===== config.mk =====
export PLATFORM = sky130hd
export DESIGN_NAME = link_fifo_bridge_flat
export DESIGN_NICKNAME = d
export VERILOG_FILES = /design/src/rtl/link_fifo_bridge_if.sv /design/src/rtl/link_fifo_bridge.sv /design/src/flat_wrapper.sv
export SDC_FILE = /design/constraint.sdc
export NUM_CORES = 1
export LEC_CHECK = 0
export CORE_MARGIN = 3
export CORE_UTILIZATION = 40
export DETAILED_ROUTE_END_ITERATION = 7
export HOLD_SLACK_MARGIN = 0.03
export SLEW_MARGIN = 10
export SYNTH_ARGS = -nofsm -noshare
export SYNTH_HDL_FRONTEND = slang
export SYNTH_SLANG_ARGS = --single-unit

===== constraint.sdc =====
create_clock -name clk_i -period 7.16 [get_ports clk_i]
set_input_delay 1.432 -clock clk_i [delete_from_list [all_inputs] [get_ports clk_i]]
set_output_delay 1.432 -clock clk_i [all_outputs]
set_load 0.02 [all_outputs]

===== src/rtl/link_fifo_bridge_if.sv =====
// link_fifo_bridge_if: host FIFO port and connection_module register port of the bridge.
interface link_fifo_bridge_if #(
  parameter int DATA_WIDTH = 8,
  parameter int REG_WIDTH  = 8
);
  logic [DATA_WIDTH-1:0] tx_data_i;
  logic                  tx_wr_i;
  logic                  tx_full_o;
  logic [DATA_WIDTH-1:0] rx_data_o;
  logic                  rx_rd_i;
  logic                  rx_empty_o;
  logic                  rx_ovf_o;
  logic                  tx_err_o;
  logic                  err_clr_i;
  logic [REG_WIDTH-1:0]  prescale_i;
  logic [REG_WIDTH-1:0]  pre_reg_o;
  logic [REG_WIDTH-1:0]  cmd_reg_o;
  logic [REG_WIDTH-1:0]  status_reg_i;
  logic [DATA_WIDTH-1:0] link_data_o;
  logic [DATA_WIDTH-1:0] link_data_i;
  modport slave (
    input  tx_data_i, tx_wr_i, rx_rd_i, err_clr_i, prescale_i, status_reg_i, link_data_i,
    output tx_full_o, rx_data_o, rx_empty_o, rx_ovf_o, tx_err_o, pre_reg_o, cmd_reg_o, link_data_o
  );
  modport master (
    output tx_data_i, tx_wr_i, rx_rd_i, err_clr_i, prescale_i, status_reg_i, link_data_i,
    input  tx_full_o, rx_data_o, rx_empty_o, rx_ovf_o, tx_err_o, pre_reg_o, cmd_reg_o, link_data_o
  );
endinterface


===== src/rtl/link_fifo_bridge.sv =====
// link_fifo_bridge: TX/RX byte FIFOs feeding and draining connection_module via cmd/status registers.
module link_fifo_bridge #(
  parameter int DATA_WIDTH = 8,
  parameter int REG_WIDTH  = 8,
  parameter int ADDR_WIDTH = 3,
  parameter int START_TO   = 16
) (
  input logic clk_i,
  input logic reset_i,
  link_fifo_bridge_if.slave bus
);
  localparam int DEPTH = 1 << ADDR_WIDTH;
  localparam int CW = $clog2(START_TO) + 1;
  typedef enum logic [1:0] {T_IDLE, T_START, T_WAIT} tx_state_t;
  typedef enum logic [1:0] {R_IDLE, R_CAP, R_CLR} rx_state_t;
  tx_state_t tx_state;
  rx_state_t rx_state;
  logic [1:0] busy_q, upd_q;
  logic busy_s, upd_s, cmd_start, cmd_ack, tx_err, rx_ovf, unused_status;
  logic [CW-1:0] cnt;
  logic [DATA_WIDTH-1:0] tx_mem [DEPTH];
  logic [DATA_WIDTH-1:0] rx_mem [DEPTH];
  logic [DATA_WIDTH-1:0] link_data, rx_head;
  logic [REG_WIDTH-1:0] pre_reg;
  logic [ADDR_WIDTH:0] tx_wp, tx_rp, rx_wp, rx_rp, rx_rp_n;
  logic tx_full, tx_empty, rx_full, rx_empty, tx_push, tx_pop, rx_push, rx_pop;
  logic tx_err_set, rx_ovf_set;
  assign busy_s = busy_q[1];
  assign upd_s = upd_q[1];
  assign unused_status = ^bus.status_reg_i[REG_WIDTH-1:2];
  assign tx_full = tx_wp == {~tx_rp[ADDR_WIDTH], tx_rp[ADDR_WIDTH-1:0]};
  assign tx_empty = tx_wp == tx_rp;
  assign rx_full = rx_wp == {~rx_rp[ADDR_WIDTH], rx_rp[ADDR_WIDTH-1:0]};
  assign rx_empty = rx_wp == rx_rp;
  assign tx_push = bus.tx_wr_i && !tx_full;
  assign tx_pop = tx_state == T_IDLE && !tx_empty && !busy_s;
  assign rx_push = rx_state == R_CAP && !rx_full;
  assign rx_pop = bus.rx_rd_i && !rx_empty;
  assign rx_rp_n = rx_rp + (ADDR_WIDTH + 1)'(rx_pop);
  assign tx_err_set = tx_state == T_START && !busy_s && cnt == CW'(START_TO - 1);
  assign rx_ovf_set = rx_state == R_CAP && rx_full;
  assign bus.tx_full_o = tx_full;
  assign bus.rx_empty_o = rx_empty;
  assign bus.rx_data_o = rx_head;
  assign bus.tx_err_o = tx_err;
  assign bus.rx_ovf_o = rx_ovf;
  assign bus.pre_reg_o = pre_reg;
  assign bus.link_data_o = link_data;
  assign bus.cmd_reg_o = {{(REG_WIDTH-2){1'b0}}, cmd_ack, cmd_start};
  always_ff @(posedge clk_i) begin
    if (reset_i) begin
      busy_q <= '0;
      upd_q <= '0;
      pre_reg <= '0;
    end else begin
      busy_q <= {busy_q[0], bus.status_reg_i[0]};
      upd_q <= {upd_q[0], bus.status_reg_i[1]};
      pre_reg <= bus.prescale_i;
    end
  end
  always_ff @(posedge clk_i) begin
    if (tx_push) tx_mem[tx_wp[ADDR_WIDTH-1:0]] <= bus.tx_data_i;
    if (rx_push) rx_mem[rx_wp[ADDR_WIDTH-1:0]] <= bus.link_data_i;
  end
  always_ff @(posedge clk_i) begin
    if (reset_i) begin
      tx_wp <= '0;
      tx_rp <= '0;
    end else begin
      if (tx_push) tx_wp <= tx_wp + 1'b1;
      if (tx_pop) tx_rp <= tx_rp + 1'b1;
    end
  end
  // Head register: loads the pushed byte when it lands in an empty (or just-emptied) FIFO.
  always_ff @(posedge clk_i) begin
    if (reset_i) begin
      rx_wp <= '0;
      rx_rp <= '0;
      rx_head <= '0;
    end else begin
      if (rx_push) rx_wp <= rx_wp + 1'b1;
      rx_rp <= rx_rp_n;
      if (rx_push && rx_wp == rx_rp_n) rx_head <= bus.link_data_i;
      else if (rx_pop) rx_head <= rx_mem[rx_rp_n[ADDR_WIDTH-1:0]];
    end
  end
  always_ff @(posedge clk_i) begin
    if (reset_i) begin
      tx_state <= T_IDLE;
      cmd_start <= 1'b0;
      link_data <= '0;
      cnt <= '0;
      tx_err <= 1'b0;
    end else begin
      tx_err <= tx_err_set || (tx_err && !bus.err_clr_i);
      case (tx_state)
        T_IDLE: if (tx_pop) begin
          link_data <= tx_mem[tx_rp[ADDR_WIDTH-1:0]];
          cmd_start <= 1'b1;
          cnt <= '0;
          tx_state <= T_START;
        end
        T_START: if (busy_s) begin
          cmd_start <= 1'b0;
          tx_state <= T_WAIT;
        end else if (tx_err_set) begin
          cmd_start <= 1'b0;
          tx_state <= T_IDLE;
        end else cnt <= cnt + 1'b1;
        T_WAIT: if (!busy_s) tx_state <= T_IDLE;
        default: tx_state <= T_IDLE;
      endcase
    end
  end
  always_ff @(posedge clk_i) begin
    if (reset_i) begin
      rx_state <= R_IDLE;
      cmd_ack <= 1'b0;
      rx_ovf <= 1'b0;
    end else begin
      rx_ovf <= rx_ovf_set || (rx_ovf && !bus.err_clr_i);
      case (rx_state)
        R_IDLE: if (upd_s) rx_state <= R_CAP;
        R_CAP: begin
          cmd_ack <= 1'b1;
          rx_state <= R_CLR;
        end
        R_CLR: if (!upd_s) begin
          cmd_ack <= 1'b0;
          rx_state <= R_IDLE;
        end
        default: rx_state <= R_IDLE;
      endcase
    end
  end
endmodule


===== src/flat_wrapper.sv =====
// flat-port wrapper written by rule: the top's interface ports become plain ports
module link_fifo_bridge_flat 
#(
  parameter int DATA_WIDTH = 8,
  parameter int REG_WIDTH  = 8,
  parameter int ADDR_WIDTH = 3,
  parameter int START_TO   = 16
)
  (clk_i, reset_i, bus_tx_data_i, bus_tx_wr_i, bus_rx_rd_i, bus_err_clr_i, bus_prescale_i, bus_status_reg_i, bus_link_data_i, bus_tx_full_o, bus_rx_data_o, bus_rx_empty_o, bus_rx_ovf_o, bus_tx_err_o, bus_pre_reg_o, bus_cmd_reg_o, bus_link_data_o);
  link_fifo_bridge_if #(.DATA_WIDTH(DATA_WIDTH), .REG_WIDTH(REG_WIDTH)) bus_i ();
  input logic clk_i;
  input logic reset_i;
  input wire logic [$bits(bus_i.tx_data_i)-1:0] bus_tx_data_i;
  input wire logic [$bits(bus_i.tx_wr_i)-1:0] bus_tx_wr_i;
  input wire logic [$bits(bus_i.rx_rd_i)-1:0] bus_rx_rd_i;
  input wire logic [$bits(bus_i.err_clr_i)-1:0] bus_err_clr_i;
  input wire logic [$bits(bus_i.prescale_i)-1:0] bus_prescale_i;
  input wire logic [$bits(bus_i.status_reg_i)-1:0] bus_status_reg_i;
  input wire logic [$bits(bus_i.link_data_i)-1:0] bus_link_data_i;
  output wire logic [$bits(bus_i.tx_full_o)-1:0] bus_tx_full_o;
  output wire logic [$bits(bus_i.rx_data_o)-1:0] bus_rx_data_o;
  output wire logic [$bits(bus_i.rx_empty_o)-1:0] bus_rx_empty_o;
  output wire logic [$bits(bus_i.rx_ovf_o)-1:0] bus_rx_ovf_o;
  output wire logic [$bits(bus_i.tx_err_o)-1:0] bus_tx_err_o;
  output wire logic [$bits(bus_i.pre_reg_o)-1:0] bus_pre_reg_o;
  output wire logic [$bits(bus_i.cmd_reg_o)-1:0] bus_cmd_reg_o;
  output wire logic [$bits(bus_i.link_data_o)-1:0] bus_link_data_o;
  assign bus_i.tx_data_i = bus_tx_data_i;
  assign bus_i.tx_wr_i = bus_tx_wr_i;
  assign bus_i.rx_rd_i = bus_rx_rd_i;
  assign bus_i.err_clr_i = bus_err_clr_i;
  assign bus_i.prescale_i = bus_prescale_i;
  assign bus_i.status_reg_i = bus_status_reg_i;
  assign bus_i.link_data_i = bus_link_data_i;
  assign bus_tx_full_o = bus_i.tx_full_o;
  assign bus_rx_data_o = bus_i.rx_data_o;
  assign bus_rx_empty_o = bus_i.rx_empty_o;
  assign bus_rx_ovf_o = bus_i.rx_ovf_o;
  assign bus_tx_err_o = bus_i.tx_err_o;
  assign bus_pre_reg_o = bus_i.pre_reg_o;
  assign bus_cmd_reg_o = bus_i.cmd_reg_o;
  assign bus_link_data_o = bus_i.link_data_o;
  link_fifo_bridge #(.DATA_WIDTH(DATA_WIDTH), .REG_WIDTH(REG_WIDTH), .ADDR_WIDTH(ADDR_WIDTH), .START_TO(START_TO)) u_core (.clk_i(clk_i), .reset_i(reset_i), .bus(bus_i));
endmodule

==> summary.md, run 1 <==
| Metric | Value |
|---|---|
| Post-route minimum period | 4.754 ns |
| Cell row count | 48 |
| Post-route ant nets | 0 |
| Die Area | 0.01997 mm2 |
| Clk buf depth | 2 |
| PD cells | 302.3 mW/mm2 |
| Startpoint types | input pin |
| WP data arrival | 5.02 ns |
| GR Layer Usage met1 | 0.1917 |
| WP data required | 7.43 ns |
| Final TNS setup | 0 ns |
| Post-synth EDFFs | 128 |
| Final wirelength | 13.77 mm |
| Busiest layer in global routing | met2 |
| Placed instance area | 0.008082 mm2 |
| Worst relative slew slack | 0.2614 |
| Status | complete, no violations |
| Crit path max fanout | 17 |
| Cell area after layout | 0.008721 mm2 |
| CP max stage cell | nor4_4 |
| Number of synthesized register bits | 185 |
| CP delay by family, top | compound AO/OA/AOI/OAI gates |
| Initial Util | 0.4163 |
| Layout cells sized above 1 | 0.1576 |
| CP max stage delay | 0.81 ns |
| CTS Hold Bufs | 0 |
| Hold slack | 0.4614 ns |
| Synthesized area | 0.007326 mm2 |
| Max VDD drop | 0.2427 mV |
| Via count of the first global-routing pass | 4024 |
| Clock Latency Late Sink | 0.43 ns |
| Clk Tree Root Cell | clkbuf_16 |
| Setup clock skew after layout | 0.009495 ns |
| Largest net degree at the start of global routing | 54 |
| Area contributors post-synth | edfxtp_1 (52%), dfxtp_1 (16%), mux4_2 (9.8%), nor2_1 (2.8%), mux2i_1 (2.7%) |
| PortBufs | 60 |
| Core area | 0.01760 mm2 |
| Synth area leader | edfxtp_1 |
| Global route total overflow | 0 |
| H-tree levels | 4 |
| Gate Count Post-Synth | 463 |
| IO Pins | 73 |
| Critical path capture point type | register |
| Via density | 5.092 |
| Total number of vias | 3860 |
| Crit path buf inv count | 2 |
| Grt met3 use | 0.04011 |
| Share of synthesized flip-flops with an asynchronous set or reset | 0 |
| Synthesis-to-layout area growth | 19.04% |
| Worst-Margin Slew | 1.108 ns |
| Inserted Diodes | 0 |
| Initial DRC count | 252 |
| Most frequent CP cell | ha_1 |
| Clk sinks | 185 |
| Inserted Clock Buffers | 17 |
| Max Fclk | 210.4 MHz |
| CTS tree | built |
| Post-CTS sizing | 0 |
| Final hold violation count | 0 |
| Hold Path Class | register to register |
| Final Cycle Share | 0.6639 |
| Max-slew violations | 0 |
| WL/cell | 18.17 um |
| Initial antenna violation count | 0 |
| Gr usage total | 0.1462 |
| Die width | 141.3 um |
| Post-synth top area share | 0.5247 |
| Post-CTS repair timing setup buffer count | 0 |
| DRC | 0 |
| RSZ-0062 raised after global routing | false |
| HPWL after DPL | 8.595 mm |
| Primary FF master, synth | edfxtp_1 |
| Nets | 564 |
| First-pass GRT wire length | 22.00 mm |
| Cell variety after synth | 39 |
| Crit path kind | input pin to register |
| Post-synthesis sequential area ratio | 0.6804 |
| Final setup vio count | 0 |
| Pleak | 2.869 nW |
| R2R Setup Slk | 2.86 ns |
| Syn_area_per_cell | 15.82 um2 |
| M2 GR Usage | 0.2383 |
| Critical Path, Cell by Cell | clkdlybuf4s50_1 -> inv_1 -> a41oi_2 -> ha_1 -> ha_1 -> xnor2_1 -> nand3_1 -> nor4_4 -> a211o_1 -> a21oi_2 |
| Die Span Y | 141.3 um |
| Pre-Repair DR Iteration Count | 4 |
| RePlAce Congestion | 0.7477 |
| YS warnings | 0 |
| Clk slew on worst S/H paths | 0.08 ns |
| Max_cap viols | 0 |
## flip-flops by register name (all words and copies together), names as in the netlist
signal                  count
u_core.rx_rp                4
u_core.tx_wp                4
u_core.rx_mem              64
u_core.bus.tx_err_o         1
u_core.tx_mem              64
u_core.bus.link_data_o      8
u_core.tx_state             2
u_core.bus.rx_data_o        8
u_core.bus.pre_reg_o        8
u_core.rx_state             2
u_core.rx_wp                4
u_core.bus.rx_ovf_o         1
u_core.cmd_ack              1
u_core.tx_rp                4
u_core.busy_q               2
u_core.upd_q                2
u_core.cmd_start            1
u_core.cnt                  5
## final timing paths
check	from	end	depth (start not counted)
worst max-delay path	bus_rx_rd_i	u_core.bus.rx_data_o[4]$_SDFFE_PP0P_	10
worst min-delay path	u_core.busy_q[0]$_SDFF_PP0_	u_core.busy_q[1]$_SDFF_PP0_	1
worst max register to register	u_core.rx_wp[0]$_SDFFE_PP0P_	u_core.bus.rx_data_o[4]$_SDFFE_PP0P_	9
worst min register to register	u_core.busy_q[0]$_SDFF_PP0_	u_core.busy_q[1]$_SDFF_PP0_	1
## final cells by class
cell class / instances / area, um2
clock inverters: 15 / 214.0
inverters: 5 / 18.77
fillers: 1499 / 8876
multi-input cells: 246 / 2163
repair buffers: 65 / 633.1
well taps: 225 / 281.5
flip-flops and latches: 185 / 4985
clock buffers: 17 / 425.4
## routing by layer
metal / up-vias / part of all wire
met2: 89 / 0.49
met5: - / 0
met4: 0 / 0.0089
met3: 12 / 0.062
li1: 1828 / -
met1: 1931 / 0.44
## worst reg2reg max path, stage by stage (launching register included)
cell,delay [ns]
dfxtp_1,0.43
xnor2_1,0.41
a41oi_2,0.52
ha_1,0.43
ha_1,0.23
xnor2_2,0.85
xnor2_1,0.24
nor4_4,0.76
a211o_1,0.21
a21oi_2,0.06
## Yosys cell counts (3+ instances only)
| cell | count |
|---|---|
| a41oi_1 | 3 |
| ha_1 | 7 |
| nor2_1 | 55 |
| mux2i_1 | 20 |
| edfxtp_1 | 128 |
| nor2b_1 | 17 |
| dfxtp_1 | 57 |
| a211oi_1 | 10 |
| inv_1 | 5 |
| xor2_1 | 10 |
| xnor2_1 | 17 |
| mux4_2 | 32 |
| nand2b_1 | 8 |
| nand3_1 | 4 |
| buf_2 | 7 |
| a211o_1 | 8 |
| nand4_1 | 4 |
| clkbuf_1 | 8 |
| buf_4 | 14 |
| nor3_1 | 5 |
| a21oi_2 | 8 |
| a21oi_1 | 4 |
| nand2_1 | 16 |
## placed cells by master, fill, tap and decap left out, types with 2 or more instances in the layout
master,count
clkbuf_16,17
nor2b_1,17
inv_12,2
a211oi_1,10
edfxtp_1,128
xnor2_1,17
inv_8,3
nand4_1,4
conb_1,6
buf_4,5
ha_1,7
inv_1,5
a21oi_2,8
a41oi_2,2
nand3_1,4
mux4_2,32
a211o_1,8
a41oi_1,2
nor3_1,4
mux2i_1,20
nor2_1,55
clkdlybuf4s50_1,59
nand2_1,16
a21oi_1,4
nand2b_1,8
dfxtp_1,57
xor2_1,10
clkinv_8,8
## per-stage QoR
step / util / worst slack [ns] / power (mW) / cells
after global placement: 0.4593 / 2.024 / 1.700 / 726
after detailed placement: 0.4593 / 1.908 / 1.711 / 726
after CTS: 0.4956 / 2.355 / 2.668 / 758
after floorplan: - / 3.659 / 1.562 / 468
after global routing: 0.4956 / 2.104 / 2.760 / 758
final: 0.4956 / 2.406 / 2.636 / 758
## power breakdown
group	leakage (nW)	switching [mW]	internal [mW]
Sequential	1.62	0.0471	1.20
Combinational	0.939	0.218	0.213
Clock	0.306	0.473	0.485
## cells by family (layout without fill, tap and decap cells)
kind of cell / Yosys count / after routing / synth area share
other: 1 / 6 / 0.0005119
adder cells (fa/ha/maj): 7 / 7 / 0.01196
AND/OR/NAND/NOR: 117 / 117 / 0.07720
buffers and inverters: 37 / 102 / 0.02852
multiplexers: 52 / 52 / 0.1257
AO/OA/AOI/OAI: 35 / 35 / 0.03894
flip-flops: 185 / 185 / 0.6804
XOR/XNOR: 29 / 29 / 0.03672
No activity file was read; power rests on OpenSTA's default activity.
==> inputs of run 2 (changes only) <==
==> constraint.sdc (replaced) <==
create_clock -name clk_i -period 4.4 [get_ports clk_i]
set_input_delay 0.88 -clock clk_i [delete_from_list [all_inputs] [get_ports clk_i]]
set_output_delay 0.88 -clock clk_i [all_outputs]
set_load 0.02 [all_outputs]
==> summary.md, run 2 (same netlist as run 1, synthesis figures left out) <==
| Metric | Value |
|---|---|
| Non-Filler Instances | 767 (+1.2%) |
| Top sig layer | met4 |
| Routed wl met2 | 6.753 mm (-0.10%) |
| Initial DRC count | 241 (-4.4%) |
| Die width | 141.3 um (unchanged) |
| Critical path capture point type | primary output |
| Most frequent cells in the layout | edfxtp_1 (128), clkdlybuf4s50_1 (59), dfxtp_1 (57), nor2_1 (55), mux4_2 (32) |
| Fillers | 1487 (-0.80%) |
| R2R Setup Slk | 1.44 ns (-1.42 ns) |
| Placed Instances | 735 (+1.2%) |
| Clk Tree Root Cell | clkbuf_16 |
| Worst setup startpoint | u_core.tx_rp[0]$_SDFFE_PP0P_ |
| Crit path max fanout | 20 (+3) |
| Via count of the first global-routing pass | 3946 (-1.9%) |
| Layout cells sized above 1 | 0.1716 (+0.01399) |
| Worst Hold Endpoint | u_core.busy_q[1]$_SDFF_PP0_ |
| Synthesis-to-layout area growth | 20.14% |
| WP data required | 3.52 ns (-3.91 ns) |
| Hold Path Class | register to register |
| HPWL after DPL | 8.521 mm (-0.86%) |
| PortBufs | 60 (unchanged) |
| Initial Util | 0.4163 (unchanged) |
| Seq pwr share | 0.463 (-0.010) |
| Clk sinks | 185 (unchanged) |
| Max VDD drop | 0.2849 mV (+17%) |
| Worst relative slew slack | 0.2509 (-0.01046) |
| Final Cycle Share | 0.7167 |
| Cell row count | 48 (unchanged) |
| Hold depth | 1 (unchanged) |
| Final wirelength | 13.68 mm (-0.63%) |
| Gr usage total | 0.1449 (-0.001236) |
| Largest net degree at the start of global routing | 54 (unchanged) |
| Max-slew violations | 0 (unchanged) |
| Clk slew on worst S/H paths | 0.08 ns (about the same) |
| Cell area after layout | 0.008801 mm2 (+0.92%) |
| Global route total overflow | 0 (unchanged) |
| Post-route minimum period | 3.153 ns |
| Min-delay src | u_core.busy_q[0]$_SDFF_PP0_ |
| Worst setup margin | 1.247 ns (-1.160 ns) |
| RePlAce Congestion | 0.7101 (-5.0%) |
| Die Area | 0.01997 mm2 (unchanged) |
| DP Worst Slack | 1.007 ns (-0.9008 ns) |
| Gate power share | 0.170 (+0.006) |
| Crit path kind | register to primary output |
| First-pass GRT wire length | 21.80 mm (-0.91%) |
| Critical R2R Launch | u_core.rx_wp[1]$_SDFFE_PP0P_ |
| Worst-Margin Slew | 1.124 ns (+0.01569 ns) |
| Startpoint types | register |
| WP data arrival | 2.27 ns (-2.75 ns) |
| Setup clock skew after layout | 0.01143 ns (+0.001938 ns) |
| Post-route ant nets | 0 (unchanged) |
| Initial antenna violation count | 0 (unchanged) |
| Post-CTS repair timing setup buffer count | 0 (unchanged) |
| Max Fclk | 317.1 MHz |
| CTS Hold Bufs | 0 (unchanged) |
| Switching share of power | 0.2812 (+0.001091) |
| Internal | 3.108 mW (+64%) |
| PD cells | 491.3 mW/mm2 (+63%) |
| Clock Latency Late Sink | 0.43 ns (about the same) |
| Clk buf depth | 2 (unchanged) |
| IO Pins | 73 (unchanged) |
| RSZ-0062 raised after global routing | false |
| Pleak | 2.921 nW (+1.8%) |
| Met1 Wirelength | 6.168 mm (+2.1%) |
| Inserted Diodes | 0 (unchanged) |
| Worst-case reg-to-reg path depth | 8 (-1) |
| Final hold violation count | 0 (unchanged) |
| Max_cap viols | 0 (unchanged) |
| Clock share of power | 0.367 (+0.003) |
| Critical R2R Capture | u_core.bus.rx_data_o[5]$_SDFFE_PP0P_ |
| Post-CTS sizing | 0 (unchanged) |
| DRC | 0 (unchanged) |
| Pre-Repair DR Iteration Count | 4 (unchanged) |
| Final TNS setup | 0 ns (unchanged) |
| Via density | 5.104 (+0.23%) |
| Total number of vias | 3915 (+1.4%) |
| CTS tree | built |
| Core area | 0.01760 mm2 (unchanged) |
| Final setup vio count | 0 (unchanged) |
| Die Span Y | 141.3 um (unchanged) |
| WL/cell | 17.84 um (-1.8%) |
| Nets | 573 (+1.6%) |
| Inserted Clock Buffers | 17 (unchanged) |
| Status | complete, no violations |
| Commonest non-fill, non-tap cell in the layout | edfxtp_1 |
| NetSw | 1.216 mW (+65%) |
| Met3 wire len | 536 um (-37%) |
| Placed instance area | 0.008162 mm2 (+0.99%) |
| H-tree levels | 4 (unchanged) |
[run 2: cell type report]
cell class              count  area (um2)  area share
flip-flops and latches    185        4985      0.5664
multi-input cells         246        2163      0.2458
well taps                 225       281.5     0.03199
clock buffers              17       425.4     0.04834
repair buffers             74       713.2     0.08103
clock inverters            15       214.0     0.02431
inverters                   5       18.77    0.002132
[run 2: worst max-delay path by stage]
stage	to	slack [ns]	cells after the start
final	bus_tx_full_o	1.25	5
after CTS	bus_tx_full_o	1.20	5
after global routing	bus_tx_full_o	1.10	5
after global placement	u_core.bus.rx_data_o[6]$_SDFFE_PP0P_	0.99	9
after detailed placement	u_core.bus.rx_data_o[3]$_SDFFE_PP0P_	1.01	9
after floorplan	u_core.bus.rx_data_o[3]$_SDFFE_PP0P_	1.45	11
[run 2: worst max-delay path, cell delays in order (launching register included)]
cell	delay, ns
dfxtp_1	0.31
buf_4	0.35
xnor2_1	0.23
nand3_1	0.11
nor2_1	0.19
clkdlybuf4s50_1	0.65
[run 2: per-layer routing]
metal  vias up  track usage
met1      1970       0.1933
met5         -            0
met4         0      0.05456
li1       1846            -
met3        18      0.03168
met2        81       0.2343
[run 2: metrics by stage]
step                      power, mW  utilization  hold WS, ns
after floorplan               2.541            -       0.4138
after CTS                     4.377       0.5001       0.4492
after detailed placement      2.790       0.4638       0.4347
after global routing          4.514       0.5001       0.4596
final                         4.324       0.5001       0.4377
after global placement        2.772       0.4638       0.4291
[run 2: power by group through the flow]
| stage | Combinational (mW) | Clock (mW) | Sequential [mW] |
|---|---|---|---|
| 6_report | 0.735 | 1.59 | 2.00 |
| 5_1_grt | 0.804 | 1.70 | 2.01 |
| 4_1_cts | 0.751 | 1.62 | 2.00 |
| 3_5_place_dp | 0.748 | 0 | 2.04 |
| 3_3_place_gp | 0.734 | 0 | 2.04 |
| 2_1_floorplan | 0.451 | 0 | 2.09 |
